$ cat config.mk
export PLATFORM = sky130hd
export DESIGN_NAME = zverif_ctrl_sink
export DESIGN_NICKNAME = d
export VERILOG_FILES = /design/src/rtl/zverif_pkg.sv /design/src/rtl/zverif_sync_fifo.sv /design/src/rtl/zverif_ctrl_sink.sv
export SDC_FILE = /design/constraint.sdc
export NUM_CORES = 1
export LEC_CHECK = 0
export ABC_AREA = 1
export BUFFER_PORTS_ARGS = -buffer_cell sky130_fd_sc_hd__buf_4
export CORE_ASPECT_RATIO = 1.1
export CORE_MARGIN = 2
export CORE_UTILIZATION = 60
export CTS_CLUSTER_SIZE = 20
export DETAILED_ROUTE_END_ITERATION = 10
export PLACE_DENSITY = 0.8
export SKIP_CTS_REPAIR_TIMING = 1
export SLEW_MARGIN = 20
export SYNTH_ARGS = -nofsm -noshare
export SYNTH_HDL_FRONTEND = slang
export SYNTH_HIERARCHICAL = 1
export SYNTH_SLANG_ARGS = --single-unit
$ cat constraint.sdc
create_clock -name clk -period 9.7 [get_ports clk]
set_clock_uncertainty 0.15 [all_clocks]
set_input_delay 1.94 -clock clk [delete_from_list [all_inputs] [get_ports clk]]
set_output_delay 1.94 -clock clk [all_outputs]
set_load 0.02 [all_outputs]
$ cat src/rtl/zverif_pkg.sv
// Shared definitions for the zverif control sink: register offsets and FSM states.
package zverif_pkg;

    localparam logic [1:0] ZV_REG_TX   = 2'd0;
    localparam logic [1:0] ZV_REG_EXIT = 2'd1;

    typedef enum logic [1:0] {
        ST_COLLECT = 2'd0,
        ST_COMMIT  = 2'd1,
        ST_RESP    = 2'd2
    } zv_state_e;

endpackage

$ cat src/rtl/zverif_sync_fifo.sv
// First-word fall-through synchronous FIFO with wrap-bit pointers.
module zverif_sync_fifo #(
    parameter int DEPTH = 8,
    parameter int WIDTH = 32
) (
    input  logic             clk,
    input  logic             rst_n,
    input  logic             push,
    input  logic [WIDTH-1:0] push_data,
    input  logic             pop,
    output logic             full,
    output logic             empty,
    output logic [WIDTH-1:0] head
);

    localparam int AW = $clog2(DEPTH);

    logic [AW:0]      wr_ptr_q, wr_ptr_d;
    logic [AW:0]      rd_ptr_q, rd_ptr_d;
    logic [WIDTH-1:0] mem_q [DEPTH];
    logic             do_push;
    logic             do_pop;

    // Extra MSB distinguishes full from empty when the index bits match.
    assign empty   = (wr_ptr_q == rd_ptr_q);
    assign full    = (wr_ptr_q[AW] != rd_ptr_q[AW]) &&
                     (wr_ptr_q[AW-1:0] == rd_ptr_q[AW-1:0]);
    assign do_pop  = pop && !empty;
    assign do_push = push && (!full || do_pop);
    assign head    = mem_q[rd_ptr_q[AW-1:0]];

    always_comb begin
        wr_ptr_d = wr_ptr_q;
        rd_ptr_d = rd_ptr_q;
        if (do_push) wr_ptr_d = wr_ptr_q + 1'b1;
        if (do_pop)  rd_ptr_d = rd_ptr_q + 1'b1;
    end

    always_ff @(posedge clk or negedge rst_n) begin
        if (!rst_n) begin
            wr_ptr_q <= '0;
            rd_ptr_q <= '0;
        end else begin
            wr_ptr_q <= wr_ptr_d;
            rd_ptr_q <= rd_ptr_d;
        end
    end

    always_ff @(posedge clk) begin
        if (do_push) mem_q[wr_ptr_q[AW-1:0]] <= push_data;
    end

endmodule

$ cat src/rtl/zverif_ctrl_sink.sv
// AXI-lite write-only control sink: TX words go to a FIFO, EXIT writes latch a code.
// Optional macro ZVERIF_CTRL_FINISH_EN ends simulation on an EXIT commit.
module zverif_ctrl_sink
    import zverif_pkg::*;
#(
    parameter int FIFO_DEPTH = 8,
    parameter int DATA_WIDTH = 32
) (
    input  logic                  clk,
    input  logic                  resetn,
    input  logic                  ctrl_awvalid,
    output logic                  ctrl_awready,
    input  logic [31:0]           ctrl_awaddr,
    input  logic                  ctrl_wvalid,
    output logic                  ctrl_wready,
    input  logic [DATA_WIDTH-1:0] ctrl_wdata,
    output logic                  ctrl_bvalid,
    input  logic                  ctrl_bready,
    output logic                  tx_valid,
    input  logic                  tx_ready,
    output logic [DATA_WIDTH-1:0] tx_data,
    output logic                  exit_valid,
    output logic [DATA_WIDTH-1:0] exit_code
);

    // Valid/ready: a transfer happens on a rising clk edge where both are high;
    // a source holds valid and its payload stable until that edge.

    zv_state_e             state_q, state_d;
    logic                  aw_held_q, aw_held_d;
    logic                  w_held_q, w_held_d;
    logic [1:0]            reg_q, reg_d;
    logic [DATA_WIDTH-1:0] data_q, data_d;
    logic                  exit_valid_q, exit_valid_d;
    logic [DATA_WIDTH-1:0] exit_code_q, exit_code_d;

    logic fifo_push, fifo_full, fifo_empty, tx_pop, aw_hs, w_hs;
    logic unused_awaddr_bits;

    assign unused_awaddr_bits = ^{ctrl_awaddr[31:4], ctrl_awaddr[1:0]};

    assign ctrl_awready = (state_q == ST_COLLECT) && !aw_held_q;
    assign ctrl_wready  = (state_q == ST_COLLECT) && !w_held_q;
    assign ctrl_bvalid  = (state_q == ST_RESP);
    assign aw_hs        = ctrl_awvalid && ctrl_awready;
    assign w_hs         = ctrl_wvalid && ctrl_wready;
    assign tx_valid     = !fifo_empty;
    assign tx_pop       = tx_valid && tx_ready;
    assign exit_valid   = exit_valid_q;
    assign exit_code    = exit_code_q;

    always_comb begin
        state_d      = state_q;
        aw_held_d    = aw_held_q;
        w_held_d     = w_held_q;
        reg_d        = reg_q;
        data_d       = data_q;
        exit_valid_d = exit_valid_q;
        exit_code_d  = exit_code_q;
        fifo_push    = 1'b0;
        case (state_q)
            ST_COLLECT: begin
                if (aw_hs) begin
                    aw_held_d = 1'b1;
                    reg_d     = ctrl_awaddr[3:2];
                end
                if (w_hs) begin
                    w_held_d = 1'b1;
                    data_d   = ctrl_wdata;
                end
                if (aw_held_d && w_held_d) state_d = ST_COMMIT;
            end
            ST_COMMIT: begin
                // A pop in the same cycle frees the slot a full FIFO needs.
                if (reg_q == ZV_REG_TX) begin
                    if (!fifo_full || tx_pop) begin
                        fifo_push = 1'b1;
                        state_d   = ST_RESP;
                    end
                end else if (reg_q == ZV_REG_EXIT) begin
                    exit_valid_d = 1'b1;
                    exit_code_d  = data_q;
                    state_d      = ST_RESP;
                end else begin
                    state_d = ST_RESP;
                end
            end
            ST_RESP: begin
                if (ctrl_bready) begin
                    state_d   = ST_COLLECT;
                    aw_held_d = 1'b0;
                    w_held_d  = 1'b0;
                end
            end
            default: state_d = ST_COLLECT;
        endcase
    end

    always_ff @(posedge clk or negedge resetn) begin
        if (!resetn) begin
            state_q      <= ST_COLLECT;
            aw_held_q    <= 1'b0;
            w_held_q     <= 1'b0;
            reg_q        <= '0;
            data_q       <= '0;
            exit_valid_q <= 1'b0;
            exit_code_q  <= '0;
        end else begin
            state_q      <= state_d;
            aw_held_q    <= aw_held_d;
            w_held_q     <= w_held_d;
            reg_q        <= reg_d;
            data_q       <= data_d;
            exit_valid_q <= exit_valid_d;
            exit_code_q  <= exit_code_d;
        end
    end

    zverif_sync_fifo #(
        .DEPTH (FIFO_DEPTH),
        .WIDTH (DATA_WIDTH)
    ) u_tx_fifo (
        .clk       (clk),
        .rst_n     (resetn),
        .push      (fifo_push),
        .push_data (data_q),
        .pop       (tx_pop),
        .full      (fifo_full),
        .empty     (fifo_empty),
        .head      (tx_data)
    );

`ifdef ZVERIF_CTRL_FINISH_EN
    always_ff @(posedge clk) begin
        if (state_q == ST_COMMIT && reg_q == ZV_REG_EXIT) begin
            $display("EXIT %0d", data_q);
            $finish;
        end
    end
`else
    // EXIT is reported only through exit_valid / exit_code.
`endif

endmodule

==> results.md <==
- DR iter-0 viols: 973
- Path depth of the worst reg2reg path: 12
- Largest cells by area after synthesis: edfxtp_1, dfrtp_1, nand2_1
- Worst Max-Slew Pin Slew: 1.045 ns
- Post-synthesis sequential area ratio: 0.7250
- Nets: 1,297
- Multiplexer share of the synthesized area: 0
- Ratio of cells with drive above 1 in the final layout: 0.1577
- TNS Setup: 0 ns
- Post-DRT Antenna Nets: 0
- DR vias: 9,212
- Reg-to-reg endpoint: u_tx_fifo/mem_q[6][13]
- Reg-to-reg slack, setup: 5.49 ns
- Post-Synth Simple-Gate Area: 0.1561
- Yosys warning total: 6
- Final period util: 0.5414
- First-pass GRT wire length: 48,000 um
- Worst skew pair latency: 0.56 ns
- DP Wirelength: 16,210 um
- Type of the most critical hold path: reg -> reg
- XOR/XNOR Fraction of Synth Area: 0.003285
- Yosys top cell area share: 0.5767
- Root Buffer: clkbuf_16
- First-pass iteration count of the detailed router: 8
- Initial antenna violation count: 0
- Setup violators final: 0
- Max frequency: 190.4 MHz
- Async S/R FF share, synth: 0.2358
- Yosys top cell by area: edfxtp_1
- Post-synthesis cell type count: 27
- WL final: 31,050 um
- Crit Path Category: reg -> out
- Vias in the first global route: 9,209
- CTS buffer count: 30
- Worst vdd ir: 0.2408 mV
- Hold path depth: 2
- R2R Path Start: u_tx_fifo/rd_ptr_q[0]
- Slew HR: 0.3031
- Count leader, synth: nand2_1
- Power density over cell area: 336.9 mW/mm^2
- Std cell rows: 57
- Residual DRC: 0
- WP data arrival: 3.16 ns
- # diodes: 0
- Core Area: 0.02197 sq mm
- Worst setup SP type: flip-flop
- Cell area after layout: 0.01535 sq mm
- Chip Height: 160.3 um
- Reg clk slew, reported paths: 0.07 ns
- CP Capture Type: output port
- Clock Path Buffers: 3
- Most used DFF post-synth: edfxtp_1
- Synthesized area: 0.01333 sq mm
- Synth Instances: 1,140
- Die X: 146.1 um
- TritonCTS clock tree: yes
- Synth Area in Adders: 0.001877
- CP required: 7.61 ns
- Starting Density: 0.6069
- Drt wl/cell: 20.11 um
- Via-to-Cell Ratio: 5.966
- Leak: 6.096 nW
- Compound-Gate Fraction of Synth Area: 0.08053
- Slew Limit Fails: 0
- CTS sink cnt: 335
- RSZ-0062 raised after global routing: no
- Top cells by count, synth: nand2_1, edfxtp_1, nor2_1
- Number of synthesized flops with an enable pin: 256
- Hold Crit Start: exit_valid
- Grt ovf: 0
- DIE AREA: 0.02343 sq mm
- Io pins: 139
- Max Cap Violations: 0
- Largest net degree at the start of global routing: 105
- H-tree levels: 1
- Largest family of logic cells by synthesized area: simple AND/OR/NAND/NOR gates
- Synth Area per Inst: 11.69 sq um
- Total GRT Usage: 0.2631
- Layout area overhead: 15.19%
- Hold path endpoint: exit_valid
- Fin crit period: 5.252 ns
- Placer Congestion: 0.7604
- Placed Area: 0.01432 sq mm
- Syn Nets: 1,212
- Status: complete, no violations
- Crit-path max FO: 74
- Port Buffers: 108
- Synthesized flop and latch total: 335
- Final Hold Fails: 0
[area by class of cell]
class | instances | area (sq um)
Tap cell | 295 | 369.1
Timing Repair Buffer | 126 | 945.9
Sequential cell | 335 | 9668
Clock inverter | 14 | 123.9
Inverter | 25 | 96.34
Fill cell | 1543 | 6611
Clock buffer | 42 | 908.4
Multi-Input combinational cell | 707 | 3243
[critical path, stage by stage, from the launching register on]
cell and delay [ns]:
dfrtp_4 0.63, inv_4 0.50, buf_4 0.71, o21ai_0 0.20, o22ai_1 0.20, nand2_1 0.08, nand2_1 0.09, buf_4 0.14
[per-stage QoR]
| stage | power, W | std cells | hold WS, ns | setup slack, ns | utilization |
|---|---|---|---|---|---|
| after global routing | 0.005427 | 1544 | 0.3425 | 4.224 | 0.6990 |
| final | 0.005173 | 1544 | 0.3175 | 4.448 | 0.6990 |
| after detailed placement | 0.003957 | 1488 | 0.3019 | 5.046 | 0.6520 |
| after CTS | 0.005172 | 1544 | 0.3194 | 4.453 | 0.6990 |
| after global placement | 0.003885 | 1488 | 0.2983 | 5.137 | 0.6520 |
| after floorplan | 0.003289 | 1140 | 0.3145 | 5.214 | - |
[how the worst max path moves through the flow]
| stage | slack, ns | from | to |
|---|---|---|---|
| 6_report | 4.45 | u_tx_fifo/rd_ptr_q[0] | tx_data[28] |
| 5_1_grt | 4.22 | u_tx_fifo/rd_ptr_q[0] | tx_data[23] |
| 4_1_cts | 4.45 | u_tx_fifo/rd_ptr_q[0] | tx_data[23] |
| 3_5_place_dp | 5.05 | u_tx_fifo/rd_ptr_q[0] | tx_data[23] |
| 3_3_place_gp | 5.14 | tx_ready | u_tx_fifo/mem_q[6][15] |
| 2_1_floorplan | 5.21 | tx_ready | u_tx_fifo/mem_q[2][0] |
[registers in the layout, summed over array words and instances, names as in the netlist]
signal,cells
u_tx_fifo/mem_q,256
data_q,32
exit_code,32
u_tx_fifo/rd_ptr_q,4
u_tx_fifo/wr_ptr_q,4
reg_q,2
state_q,2
aw_held_q,1
exit_valid,1
w_held_q,1
[power breakdown]
part / internal [W] / leakage [nW] / switching (W)
combinational: 0.000580 / 2.25 / 0.00120
clock: 0.000706 / 0.514 / 0.000504
sequential: 0.00191 / 3.33 / 0.000271
[placed cells by master (no fill, tap or decap), types with 3 or more instances in the layout]
| master | instances |
|---|---|
| nand2_1 | 272 |
| edfxtp_1 | 256 |
| nor2_1 | 137 |
| buf_4 | 126 |
| o21ai_0 | 95 |
| dfrtp_1 | 78 |
| o22ai_1 | 64 |
| nand3_1 | 45 |
| o21ai_1 | 35 |
| nand4_1 | 34 |
| clkbuf_16 | 32 |
| inv_1 | 20 |
| nor2_2 | 8 |
| clkbuf_8 | 7 |
| clkinv_2 | 6 |
| inv_2 | 4 |
| clkinv_1 | 3 |
| clkbuf_1 | 3 |
| xnor2_1 | 3 |
[metal layers]
metal | GRT usage | vias to the layer above | wire, um
li1 | - | 4180 | -
met5 | 0 | - | 0
met1 | 0.3506 | 4460 | 12000
met2 | 0.4430 | 488 | 15510
met4 | 0.1143 | 0 | 979
met3 | 0.03352 | 84 | 2564
[kinds of logic (layout without fill, tap and decap cells)]
logic type | Yosys count | count (layout)
simple gates | 503 | 503
flops | 335 | 335
compound gates | 197 | 197
buf+inv | 98 | 207
xor+xnor | 5 | 5
fa+ha+maj | 2 | 2
Note: power is estimated with default switching activity, not from simulation.
